**config.mk**
```make
export PLATFORM = sky130hd
export DESIGN_NAME = uart_rx
export DESIGN_NICKNAME = d
export VERILOG_FILES = /design/src/rtl/uart_rx_pkg.sv /design/src/rtl/uart_rx_sync_2ff.sv /design/src/rtl/uart_rx.sv
export SDC_FILE = /design/constraint.sdc
export NUM_CORES = 1
export LEC_CHECK = 0
export ABC_AREA = 1
export CAP_MARGIN = 20
export CORE_MARGIN = 1.5
export CORE_UTILIZATION = 30
export CTS_CLUSTER_DIAMETER = 60
export DETAILED_ROUTE_END_ITERATION = 10
export HOLD_SLACK_MARGIN = 0.1
export PLACE_DENSITY = 0.56
export SYNTH_ARGS = -nofsm -noshare
export SYNTH_HDL_FRONTEND = slang
export SYNTH_SLANG_ARGS = --single-unit
```
**constraint.sdc**
```tcl
create_clock -name i_clk -period 1.66 [get_ports i_clk]
set_clock_uncertainty 0.15 [all_clocks]
set_input_delay 0.332 -clock i_clk [delete_from_list [all_inputs] [get_ports i_clk]]
set_output_delay 0.332 -clock i_clk [all_outputs]
set_load 0.02 [all_outputs]
```
**src/rtl/uart_rx_pkg.sv**
```systemverilog
// rtl/uart_rx_pkg.sv - shared state encoding and frame constants for the UART receiver
//
// Purpose : one place for the receiver FSM encoding (same encoding as the
//           transmitter, so the two can be probed with the same decode) and
//           the line levels that define an 8N1-style frame.
// Ports   : none (package).

package uart_rx_pkg;

  // Frame-walk states. The encoding is shared with the transmitter.
  typedef enum logic [1:0] {
    ST_IDLE  = 2'b00,
    ST_START = 2'b01,
    ST_DATA  = 2'b10,
    ST_STOP  = 2'b11
  } uart_state_e;

  // Default frame geometry.
  localparam int DEFAULT_DATA_BITS     = 8;
  localparam int DEFAULT_TICKS_PER_BIT = 16;

  // Line levels.
  localparam logic LINE_IDLE_LEVEL = 1'b1;
  localparam logic START_LEVEL     = 1'b0;
  localparam logic STOP_LEVEL      = 1'b1;

endpackage : uart_rx_pkg

```
**src/rtl/uart_rx_sync_2ff.sv**
```systemverilog
// rtl/uart_rx_sync_2ff.sv - generic 1-bit two-flop synchroniser with configurable reset value
//
// Purpose : brings an asynchronous 1-bit signal (serial line, button) into
//           the i_clk domain. Adds two cycles of latency.
// Ports   :
//   i_clk   - destination clock
//   i_rst_n - asynchronous active-low reset; both flops load RESET_VAL
//   i_d     - asynchronous input
//   o_q     - synchronised output

module uart_rx_sync_2ff #(
  parameter logic RESET_VAL = 1'b1
) (
  input  logic i_clk,
  input  logic i_rst_n,
  input  logic i_d,
  output logic o_q
);

  logic meta_q;
  logic sync_q;

  always_ff @(posedge i_clk or negedge i_rst_n) begin
    if (!i_rst_n) begin
      meta_q <= RESET_VAL;
      sync_q <= RESET_VAL;
    end else begin
      meta_q <= i_d;
      sync_q <= meta_q;
    end
  end

  assign o_q = sync_q;

endmodule : uart_rx_sync_2ff

```
**src/rtl/uart_rx.sv**
```systemverilog
// rtl/uart_rx.sv - oversampling UART receiver, 1 start / DATA_BITS data (LSB first) / 1 stop, no parity
//
// Purpose : deserialises frames from the RX pin using the shared baud tick
//           enable and hands each byte to the command parser with a
//           one-cycle done strobe.
// Ports   :
//   i_clk       - system clock
//   i_rst_n     - asynchronous active-low reset
//   i_tick_en   - oversampling tick, TICKS_PER_BIT pulses per bit period
//   i_rx        - raw asynchronous serial line, idle high
//   o_data      - last received byte, held until the next frame completes
//   o_rx_done   - one-cycle pulse per completed frame (good or bad)
//   o_frame_err - one-cycle pulse with o_rx_done when the stop bit sampled 0
//   o_busy      - high whenever the receiver is not idle

module uart_rx
  import uart_rx_pkg::*;
#(
  parameter int DATA_BITS     = DEFAULT_DATA_BITS,
  parameter int TICKS_PER_BIT = DEFAULT_TICKS_PER_BIT
) (
  input  logic                 i_clk,
  input  logic                 i_rst_n,
  input  logic                 i_tick_en,
  input  logic                 i_rx,
  output logic [DATA_BITS-1:0] o_data,
  output logic                 o_rx_done,
  output logic                 o_frame_err,
  output logic                 o_busy
);

  localparam int TICK_W = $clog2(TICKS_PER_BIT);
  localparam int BIT_W  = $clog2(DATA_BITS);

  // Start bit is judged half a bit in; every later sample is one full bit
  // after the previous one, so all samples sit near bit centres.
  localparam logic [TICK_W-1:0] TICK_MID  = TICK_W'(TICKS_PER_BIT / 2 - 1);
  localparam logic [TICK_W-1:0] TICK_LAST = TICK_W'(TICKS_PER_BIT - 1);
  localparam logic [TICK_W-1:0] TICK_ONE  = TICK_W'(1);
  localparam logic [BIT_W-1:0]  BIT_LAST  = BIT_W'(DATA_BITS - 1);
  localparam logic [BIT_W-1:0]  BIT_ONE   = BIT_W'(1);

  logic                 rx_s;
  uart_state_e          state_q;
  logic [TICK_W-1:0]    tick_cnt_q;
  logic [BIT_W-1:0]     bit_cnt_q;
  logic [DATA_BITS-1:0] shift_q;
  logic [DATA_BITS-1:0] data_q;
  logic                 rx_done_q;
  logic                 frame_err_q;

  uart_rx_sync_2ff #(
    .RESET_VAL (LINE_IDLE_LEVEL)
  ) u_sync_rx (
    .i_clk   (i_clk),
    .i_rst_n (i_rst_n),
    .i_d     (i_rx),
    .o_q     (rx_s)
  );

  always_ff @(posedge i_clk or negedge i_rst_n) begin
    if (!i_rst_n) begin
      state_q     <= ST_IDLE;
      tick_cnt_q  <= '0;
      bit_cnt_q   <= '0;
      shift_q     <= '0;
      data_q      <= '0;
      rx_done_q   <= 1'b0;
      frame_err_q <= 1'b0;
    end else begin
      // Strobes are single-cycle unless the stop-bit branch re-raises them.
      rx_done_q   <= 1'b0;
      frame_err_q <= 1'b0;

      case (state_q)
        ST_IDLE: begin
          // Edge detection runs every clock, not just on ticks, so the
          // start-bit phase error is at most one tick period.
          if (rx_s == START_LEVEL) begin
            state_q    <= ST_START;
            tick_cnt_q <= '0;
          end
        end

        ST_START: begin
          if (i_tick_en) begin
            if (tick_cnt_q == TICK_MID) begin
              if (rx_s == START_LEVEL) begin
                state_q    <= ST_DATA;
                tick_cnt_q <= '0;
                bit_cnt_q  <= '0;
              end else begin
                // Line went back high before mid-start: a glitch, not a frame.
                state_q <= ST_IDLE;
              end
            end else begin
              tick_cnt_q <= tick_cnt_q + TICK_ONE;
            end
          end
        end

        ST_DATA: begin
          if (i_tick_en) begin
            if (tick_cnt_q == TICK_LAST) begin
              // Shifting in at the MSB leaves LSB-first data in bit order.
              shift_q    <= {rx_s, shift_q[DATA_BITS-1:1]};
              tick_cnt_q <= '0;
              if (bit_cnt_q == BIT_LAST) begin
                state_q <= ST_STOP;
              end else begin
                bit_cnt_q <= bit_cnt_q + BIT_ONE;
              end
            end else begin
              tick_cnt_q <= tick_cnt_q + TICK_ONE;
            end
          end
        end

        ST_STOP: begin
          if (i_tick_en) begin
            if (tick_cnt_q == TICK_LAST) begin
              // Byte is delivered even on a bad stop bit; the parser decides
              // what to do with it. Leaving at mid-stop gives half a bit of
              // margin to catch a back-to-back start edge.
              data_q      <= shift_q;
              rx_done_q   <= 1'b1;
              frame_err_q <= (rx_s != STOP_LEVEL);
              state_q     <= ST_IDLE;
              tick_cnt_q  <= '0;
            end else begin
              tick_cnt_q <= tick_cnt_q + TICK_ONE;
            end
          end
        end

        default: begin
          state_q <= ST_IDLE;
        end
      endcase
    end
  end

  assign o_data      = data_q;
  assign o_rx_done   = rx_done_q;
  assign o_frame_err = frame_err_q;
  assign o_busy      = (state_q != ST_IDLE);

endmodule : uart_rx

```
==> results of run 1 <==
[critical path, cell delays in order (launching register included)]
cell,delay [ps]
dfrtp_1,380
ha_2,230
nand3_2,120
inv_2,150
nand3_2,250
o21ai_2,200
[per-stage QoR]
stage	instance area [µm²]	setup slack, ps
final	1770	110
after global routing	1770	12.3
after CTS	1760	20.2
after detailed placement	1670	-136
after global placement	1670	-101
after floorplan	1420	169
[final timing paths]
check | end | slack (ps) | start
worst max-delay path | shift_q[3]$_DFFE_PN0P_ | 110 | tick_cnt_q[1]$_DFFE_PN0P_
worst min-delay path | u_sync_rx.o_q$_DFF_PN1_ | 210 | u_sync_rx.meta_q$_DFF_PN1_
worst max register to register | shift_q[3]$_DFFE_PN0P_ | 110 | tick_cnt_q[1]$_DFFE_PN0P_
worst min register to register | u_sync_rx.o_q$_DFF_PN1_ | 210 | u_sync_rx.meta_q$_DFF_PN1_
max in group asynchronous | u_sync_rx.meta_q$_DFF_PN1_ | 860 | i_rst_n
min in group asynchronous | asynchronous set/reset pin | 260 | i_rst_n
[cells in the final DEF, fill, tap and decap left out, types with 2 or more instances in the layout]
cell              n
buf_12            2
buf_4             5
clkbuf_8          5
clkdlybuf4s50_1   2
dfrtp_1          27
dfstp_2           2
dlygate4sd2_1    10
ha_1              2
inv_1            14
inv_2             4
nand2_1          42
nand2_2           7
nand3_1           6
nand3_2           5
nand4_1           3
nor2_1            2
o21ai_1           3
o21ai_2          16
[power groups by stage]
stage	sequential (µW)	combinational [µW]	clock (µW)
after CTS	827	697	728
after global placement	834	684	0
after detailed placement	840	704	0
after global routing	834	788	771
final	828	701	704
after floorplan	848	480	0
[state kept, by name (all words and copies together) (netlist names), named ones only]
register and cells:
u_sync_rx.meta_q 1, o_rx_done 1, bit_cnt_q 3, o_frame_err 1, tick_cnt_q 4, state_q 1, u_sync_rx.o_q 1, shift_q 8
o_data 8
[Yosys cell counts (all sizes together)]
cell type  count
nand2         50
dfrtp         27
inv           19
o21ai         19
nand3         11
nand4          4
nor2           4
buf            3
ha             3
dfstp          2
a211o          1
a21oi          1
xor2           1
[timing repair]
item / in CTS / in global routing
cloned: 0 / 1
resized for setup: 11 / 4
setup endpoints to repair: 11 / 8
hold buffers: 0 / 0
[per-layer routing]
layer | track usage | vias to the layer above
li1 | - | 515
met1 | 0.142 | 489
met2 | 0.189 | 21
met3 | 0.0394 | 4
met4 | 0.0629 | 0
met5 | 0 | -
[cell type report]
type	count	area [µm²]	area share
sequential	29	728	0.411
multi-input combinational	95	593	0.335
timing repair buffer	21	203	0.114
inverter	19	73.8	0.0417
clock buffer	6	72.6	0.0410
tap	52	65.1	0.0367
clock inverter	2	35.0	0.0198
[logic make-up after synthesis]
family,Yosys count
xor gates and xnor gates,1
DFF,29
buffers and inverters,22
and+or+nand+nor,69
adders and majority gates,3
AOI/OAI and AO/OA,21
==> flow_metrics.tcl, run 1 <==
set metrics [dict create \
    synth.largest_area_cell "dfrtp_1" \
    placed_cells 215 \
    globalplace.congestion 0.873 \
    synth_top_family_by_area "simple AND/OR/NAND/NOR gates" \
    fill_cells 452 \
    dr_wl_met2_um 1260 \
    pwr-share-comb 0.314 \
    switchingPower_uw 763 \
    h-tree-depth 2 \
    clkLatencyLatePin_ps 270 \
    violations "DRC" \
    finalHoldViolations 0 \
    ios 15 \
    area_growth_pct 24.6 \
    crit_path_end_kind "flip-flop" \
    max-vdd-ir-drop_uv 592 \
    synthXorXnorAreaFrac 0.00616 \
    synth.avg_cell_area_um2 9.80 \
    required_ps 1710 \
    arrival_ps 1600 \
    r2r_cells 5 \
    route.vias.total 1029 \
    die_x_um 71.8 \
    slew_violations 0 \
    timing.hold.ws_ps 206 \
    synth_top_area_share 0.475 \
    diodes 0 \
    synthSimpleGateAreaFrac 0.257 \
    crit_path_max_fanout 8 \
    antenna_found_initial 0 \
    drtIter0Drc 56 \
    routed-wl-met3_um 141 \
    status "finished with violations" \
    setup_viol 0 \
    clk_pin_slew_ps 60 \
    slew_headroom 0.732 \
    ys_types 25 \
    grt-ovfl-total 0 \
    hold_path_depth 0 \
    synthTopCellsByArea "dfrtp_1 48%, nand2_1 11%, o21ai_2 9.9%" \
    syn_nets 152 \
    maxCapViolCount 0 \
    io_buffers 14 \
    period_needed_ps 1550 \
    tns_ps 0 \
    wirelength_met1_um 1240 \
    grt.total_usage 0.119 \
    seq_power_share 0.371 \
    p_per_area_nw_per_um2 1260 \
    tightestPinTransition_ps 401 \
    rsz0062_at_grt "false" \
    layout.cells.non_filler 224 \
    leakage_uw 0.000894 \
    syn-cell-area_um2 1420 \
    fin_crit_sh 0.934 \
    start_util 0.320 \
    power_frac_clock 0.315 \
    highest_layer "met4" \
    synth_warnings 0 \
    postRouteAntennaNets 0 \
    drc 1 \
    fmax_mhz 645 \
    synthCells 145 \
    clk_path_buf_depth 2 \
    cts_root_buf "clkbuf_8" \
    cts_buffers 5 \
    viasPerCell 4.59 \
    crit_type "flip-flop to flip-flop" \
    synth.ff_latch_count 29 \
    hpwlAfterDp_um 1880 \
    post_cts_buffers 0 \
    post-route-util 0.398 \
    routed_wirelength_um 2680 \
    power.total_uw 2230 \
    drive_gt1_frac 0.326 \
    synth_mux_area_frac 0 \
    die_y_um 71.8 \
    cts_tree "yes" \
    grt_pass1_wl_um 4690 \
    ys_seq_area_frac 0.512 \
    core_area_um2 4440 \
    p_int_uw 1470 \
    critPathLaunchType "flip-flop" \
    first_pass_iters 7 \
    post_drt_wl_per_cell_um 12.0 \
    nets 178 \
    synthAdderAreaFrac 0.0264 \
    swShare 0.342 \
    die_area_um2 5160 \
    grt_max_degree 30 \
    first_global_vias 1059 \
    hp-class "flip-flop to flip-flop" \
    num_rows 24 \
    cts.sinks 29 \
    synth_compound_area_frac 0.119 \
]
Power figures use the tool's default switching activity.
==> run 2, diff against run 1 <==
Settings changed: CORE_UTILIZATION 30 to 48, MAX_ROUTING_LAYER set to met4, PLACE_DENSITY 0.56 to 0.77.
==> run 2 against run 1 <==
The flow now finishes without violations. Via count grew 5.6%. Global-route usage increased by 7.1 points. Hold slack got worse by 15 ps. Sequential cell count unchanged. Critical path type is now primary input to flip-flop.
==> flow_metrics.tcl, run 2 (same netlist as run 1, synthesis figures left out) <==
set metrics [dict create \
    cts_tree "yes" \
    timing.hold.ws_ps 191 \
    cts.sinks 29 \
    crit_path_end_kind "flip-flop" \
    routed_wirelength_um 2690 \
    clk_pin_slew_ps 100 \
    hp-class "primary input to asynchronous set/reset pin" \
    crit_slowest_cell "clkdlybuf4s50_1" \
    slew_headroom 0.731 \
    grt.total_usage 0.190 \
    clk_path_buf_depth 2 \
    finalHoldViolations 0 \
    cts_root_buf "clkbuf_4" \
    fmax_mhz 643 \
    path_cells "clkdlybuf4s50_1 -> inv_2 -> nand2_1 -> nand3_2 -> nor2_2 -> nand2_1 -> nand2_1 -> nand2_1" \
    grt-ovfl-total 0 \
    first_global_vias 1042 \
    layout_common_cells "42 x nand2_1, 27 x dfrtp_1, 16 x o21ai_2, 14 x inv_1, 10 x dlygate4sd2_1" \
    slowest_delay_ps 710 \
    drc 0 \
    crit_path_max_fanout 5 \
    swShare 0.352 \
    max-vdd-ir-drop_uv 946 \
    fin_crit_sh 0.936 \
    critPathLaunch "i_tick_en" \
    setup_viol 0 \
    num_rows 19 \
    ios 15 \
    p_int_uw 1380 \
    die_y_um 57.4 \
    switchingPower_uw 751 \
    status "finished clean" \
    drtIter0Drc 30 \
    drive_gt1_frac 0.326 \
    period_needed_ps 1550 \
    arrival_ps 1640 \
    crit_buf_inv 2 \
    diodes 0 \
    p_per_area_nw_per_um2 1240 \
    postRouteAntennaNets 0 \
    io_buffers 14 \
    required_ps 1750 \
    pwr-share-comb 0.326 \
    globalplace.congestion 0.899 \
    final_common_cell "nand2_1" \
    leakage_uw 0.000874 \
    crit_type "primary input to flip-flop" \
    power_frac_clock 0.286 \
    slew_violations 0 \
    area_growth_pct 21.1 \
    r2r-end "shift_q[5]$_DFFE_PN0P_" \
    layout.cells.non_filler 203 \
    route.vias.total 1087 \
    maxCapViolCount 0 \
    post_drt_wl_per_cell_um 13.3 \
    grt_pass1_wl_um 4590 \
    critical_path.top_delay_family "buffers and inverters" \
    critPathLaunchType "primary input" \
    r2r_start "tick_cnt_q[1]$_DFFE_PN0P_" \
    crit_cells 8 \
    core_area_um2 2780 \
    seq_power_share 0.387 \
    die_x_um 57.4 \
    tns_ps 0 \
    placed_cells 194 \
    tightestPinTransition_ps 402 \
    grt_max_degree 30 \
    r2r_cells 5 \
    postCtsHoldBufs 0 \
    post_cts_buffers 0 \
    h-tree-depth 2 \
    power.total_uw 2130 \
    r2r_setup_slack_ps 110 \
    start_util 0.511 \
    clkLatencyLatePin_ps 330 \
    antenna_found_initial 0 \
    cts_buffers 5 \
    viasPerCell 5.35 \
    rsz0062_at_grt "false" \
    hpwlAfterDp_um 1810 \
    worst_path_most_repeated_cell "nand2_1" \
    first_pass_iters 4 \
    nets 178 \
    die_area_um2 3300 \
]
## run 2: changes by cell type in the layout (fill, tap and decap cells not counted), sizes merged
| cell | delta |
|---|---|
| clkdlybuf4s50 | +1 |
| buf | +1 |
| dlymetal6s2s | -1 |
| clkinv | -1 |
## run 2: worst reg2reg max path, cell delays in order, from the launching register on
cell and delay (ps):
dfrtp_1 380, ha_2 220, nand3_2 140, inv_4 140
nand3_2 230, o21ai_2 210
## run 2: repair_timing
item / 4_1_cts / 5_1_grt
endpoints found under the setup margin: 11 / 9
cloned: 0 / 1
resized for setup: 13 / 3
## run 2: power by group through the flow
stage	registers, µW	logic (µW)	clock network [µW]
final	826	696	610
after global routing	838	779	656
after CTS	826	702	630
after detailed placement	839	699	0
after global placement	834	677	0
after floorplan	848	480	0
## run 2: layout make-up
cell class / instances / area (µm²)
clock inverter: 1 / 30.0
inverter: 19 / 76.3
sequential: 29 / 728
timing repair buffer: 21 / 200
multi-input combinational: 95 / 593
fill: 244 / 1060
clock buffer: 7 / 55.1
tap: 31 / 38.8
## run 2: through the flow
step	worst slack [ps]	cell area [µm²]	util
3_3_place_gp	-67.2	1640	0.589
4_1_cts	16.2	1710	0.616
6_report	105	1720	0.619
5_1_grt	3.16	1720	0.619
2_1_floorplan	169	1420	-
3_5_place_dp	-127	1640	0.589
## run 2: how the worst min path moves through the flow
stage	cells after the start	slack (ps)	end
final	2	190	state_q[0]$_DFFE_PN0P_
after global routing	2	210	o_data[0]$_DFFE_PN0P_
after global placement	0	200	u_sync_rx.o_q$_DFF_PN1_
after detailed placement	0	200	u_sync_rx.o_q$_DFF_PN1_
after CTS	2	190	state_q[0]$_DFFE_PN0P_
after floorplan	0	-110	asynchronous set/reset pin
## run 2: routing by layer
metal / part of all wire / GRT usage / wire [µm] / vias up
met5: 0 / - / 0 / -
met4: 0.018 / 0.0764 / 48 / 0
met1: 0.43 / 0.227 / 1150 / 535
met3: 0.045 / 0.0590 / 120 / 7
met2: 0.51 / 0.297 / 1380 / 25
li1: - / - / - / 520
==> run 3, diff against run 2 <==
Settings changed: CORE_UTILIZATION 48 to 55, PLACE_DENSITY 0.77 to 0.86.
==> run 3 against run 2 <==
Critical path type is now flip-flop to flip-flop. Highest routed layer unchanged. Register-to-register slack lost 20 ps. Die area is 12% lower. Final cell count is the same. Worst setup slack lost 17 ps. Sequential cell count unchanged. Fmax is 1.1% lower.
==> flow_metrics.tcl, run 3 (same netlist as run 1, synthesis figures left out) <==
set metrics [dict create \
    status "finished clean" \
    cts_buffers 5 \
    required_ps 1770 \
    postRouteAntennaNets 0 \
    die_x_um 53.8 \
    power.total_uw 1940 \
    routed_wirelength_um 2590 \
    p_per_area_nw_per_um2 1150 \
    switchingPower_uw 744 \
    met1_usage 0.245 \
    tns_ps 0 \
    leakage_uw 0.000866 \
    route.vias.total 1045 \
    globalplace.congestion 0.938 \
    grt.total_usage 0.213 \
    postCtsHoldBufs 0 \
    grt.busiest_layer "met2" \
    nets 179 \
    h-tree-depth 2 \
    drive_gt1_frac 0.329 \
    clkLatencyLatePin_ps 330 \
    multi_input_area_um2 593 \
    final_common_cell "nand2_1" \
    post_drt_wl_per_cell_um 12.7 \
    ios 15 \
    first_global_vias 954 \
    start_util 0.579 \
    p_int_uw 1190 \
    pwr-share-comb 0.366 \
    max-vdd-ir-drop_uv 827 \
    diodes 0 \
    grt_max_degree 30 \
    grt-ovfl-total 0 \
    period_needed_ps 1570 \
    fin_crit_sh 0.947 \
    critPathLaunchType "flip-flop" \
    crit_type "flip-flop to flip-flop" \
    first_pass_iters 4 \
    antenna_found_initial 0 \
    timing.hold.ws_ps 199 \
    slew_violations 0 \
    crit_path_end_kind "flip-flop" \
    drc 0 \
    hp-class "primary input to asynchronous set/reset pin" \
    rsz0062_at_grt "false" \
    maxCapViolCount 0 \
    finalHoldViolations 0 \
    fill_cells 206 \
    setup_viol 0 \
    die_area_um2 2900 \
    die_y_um 53.8 \
    met2_usage 0.337 \
    hpwlAfterDp_um 1840 \
    clk_pin_slew_ps 90 \
    crit_path_max_fanout 8 \
    slew_headroom 0.758 \
    regArea_um2 728 \
    area_growth_pct 19.0 \
    core_area_um2 2450 \
    cts_tree "yes" \
    io_buffers 14 \
    grt_pass1_wl_um 4040 \
    viasPerCell 5.15 \
    fmax_mhz 636 \
    use_met3 0.0833 \
    tightestPinTransition_ps 361 \
    num_rows 18 \
    clk_path_buf_depth 2 \
    cts.sinks 29 \
    cts_root_buf "clkbuf_4" \
    power_frac_clock 0.207 \
    arrival_ps 1680 \
    seq_power_share 0.427 \
    drtIter0Drc 24 \
    swShare 0.384 \
    layout_common_cells "42 x nand2_1, 27 x dfrtp_1, 16 x o21ai_2, 14 x inv_1, 10 x dlygate4sd2_1" \
]
-- run 3: cell count changes in the layout (fill, tap and decap cells not counted) --
cell | before | now
clkinv_2 | 0 | 2
buf_4 | 5 | 6
bufinv_16 | 1 | 0
clkbuf_8 | 1 | 0
inv_2 | 3 | 4
inv_4 | 2 | 1
-- run 3: path summary, 6_finish.rpt --
check / endpoint / depth (start not counted) / start / slack (ps)
max: shift_q[5]$_DFFE_PN0P_ / 5 / tick_cnt_q[1]$_DFFE_PN0P_ / 90
min: bit_cnt_q[2]$_DFFE_PN0P_ / 2 / i_rst_n / 200
max reg2reg: shift_q[5]$_DFFE_PN0P_ / 5 / tick_cnt_q[1]$_DFFE_PN0P_ / 90
min reg2reg: u_sync_rx.o_q$_DFF_PN1_ / 0 / u_sync_rx.meta_q$_DFF_PN1_ / 210
max in group asynchronous: u_sync_rx.o_q$_DFF_PN1_ / 2 / i_rst_n / 940
min in group i_clk: u_sync_rx.o_q$_DFF_PN1_ / 0 / u_sync_rx.meta_q$_DFF_PN1_ / 210
-- run 3: cell type report --
cell class	instances	share of cell area
Sequential cell	29	0.430
Multi-Input combinational cell	95	0.351
Timing Repair Buffer	22	0.123
Inverter	19	0.0436
Clock buffer	6	0.0244
Tap cell	30	0.0222
Clock inverter	2	0.00592
-- run 3: worst max-delay path: stages (launching register included) --
cell and delay [ps]:
dfrtp_1 380, ha_2 220, nand3_2 140, inv_2 160, nand3_2 240, o21ai_2 200
-- run 3: power by group through the flow --
stage / Clock, µW / Combinational [µW] / Sequential, µW
6_report: 401 / 709 / 827
4_1_cts: 416 / 713 / 828
2_1_floorplan: 0 / 480 / 848
3_3_place_gp: 0 / 689 / 834
5_1_grt: 458 / 786 / 836
3_5_place_dp: 0 / 717 / 840
-- run 3: stage by stage --
stage	area (µm²)	util	setup WS [ps]	cells
3_5_place_dp	1630	0.662	-136	193
2_1_floorplan	1420	-	169	145
3_3_place_gp	1630	0.662	-81.8	193
5_1_grt	1690	0.689	18.8	203
6_report	1690	0.689	88.3	203
4_1_cts	1690	0.687	21.7	202
-- run 3: metal layers --
| layer | vias to the layer above | routed length [µm] |
|---|---|---|
| li1 | 524 | - |
| met3 | 6 | 101 |
| met5 | - | 0 |
| met1 | 497 | 1160 |
| met2 | 18 | 1270 |
| met4 | 0 | 48 |
-- run 3: what timing repair did --
item,4_1_cts,5_1_grt
setup buffers,1,0
gates resized for setup,13,2
endpoints found under the setup margin,12,6
gates cloned,0,1
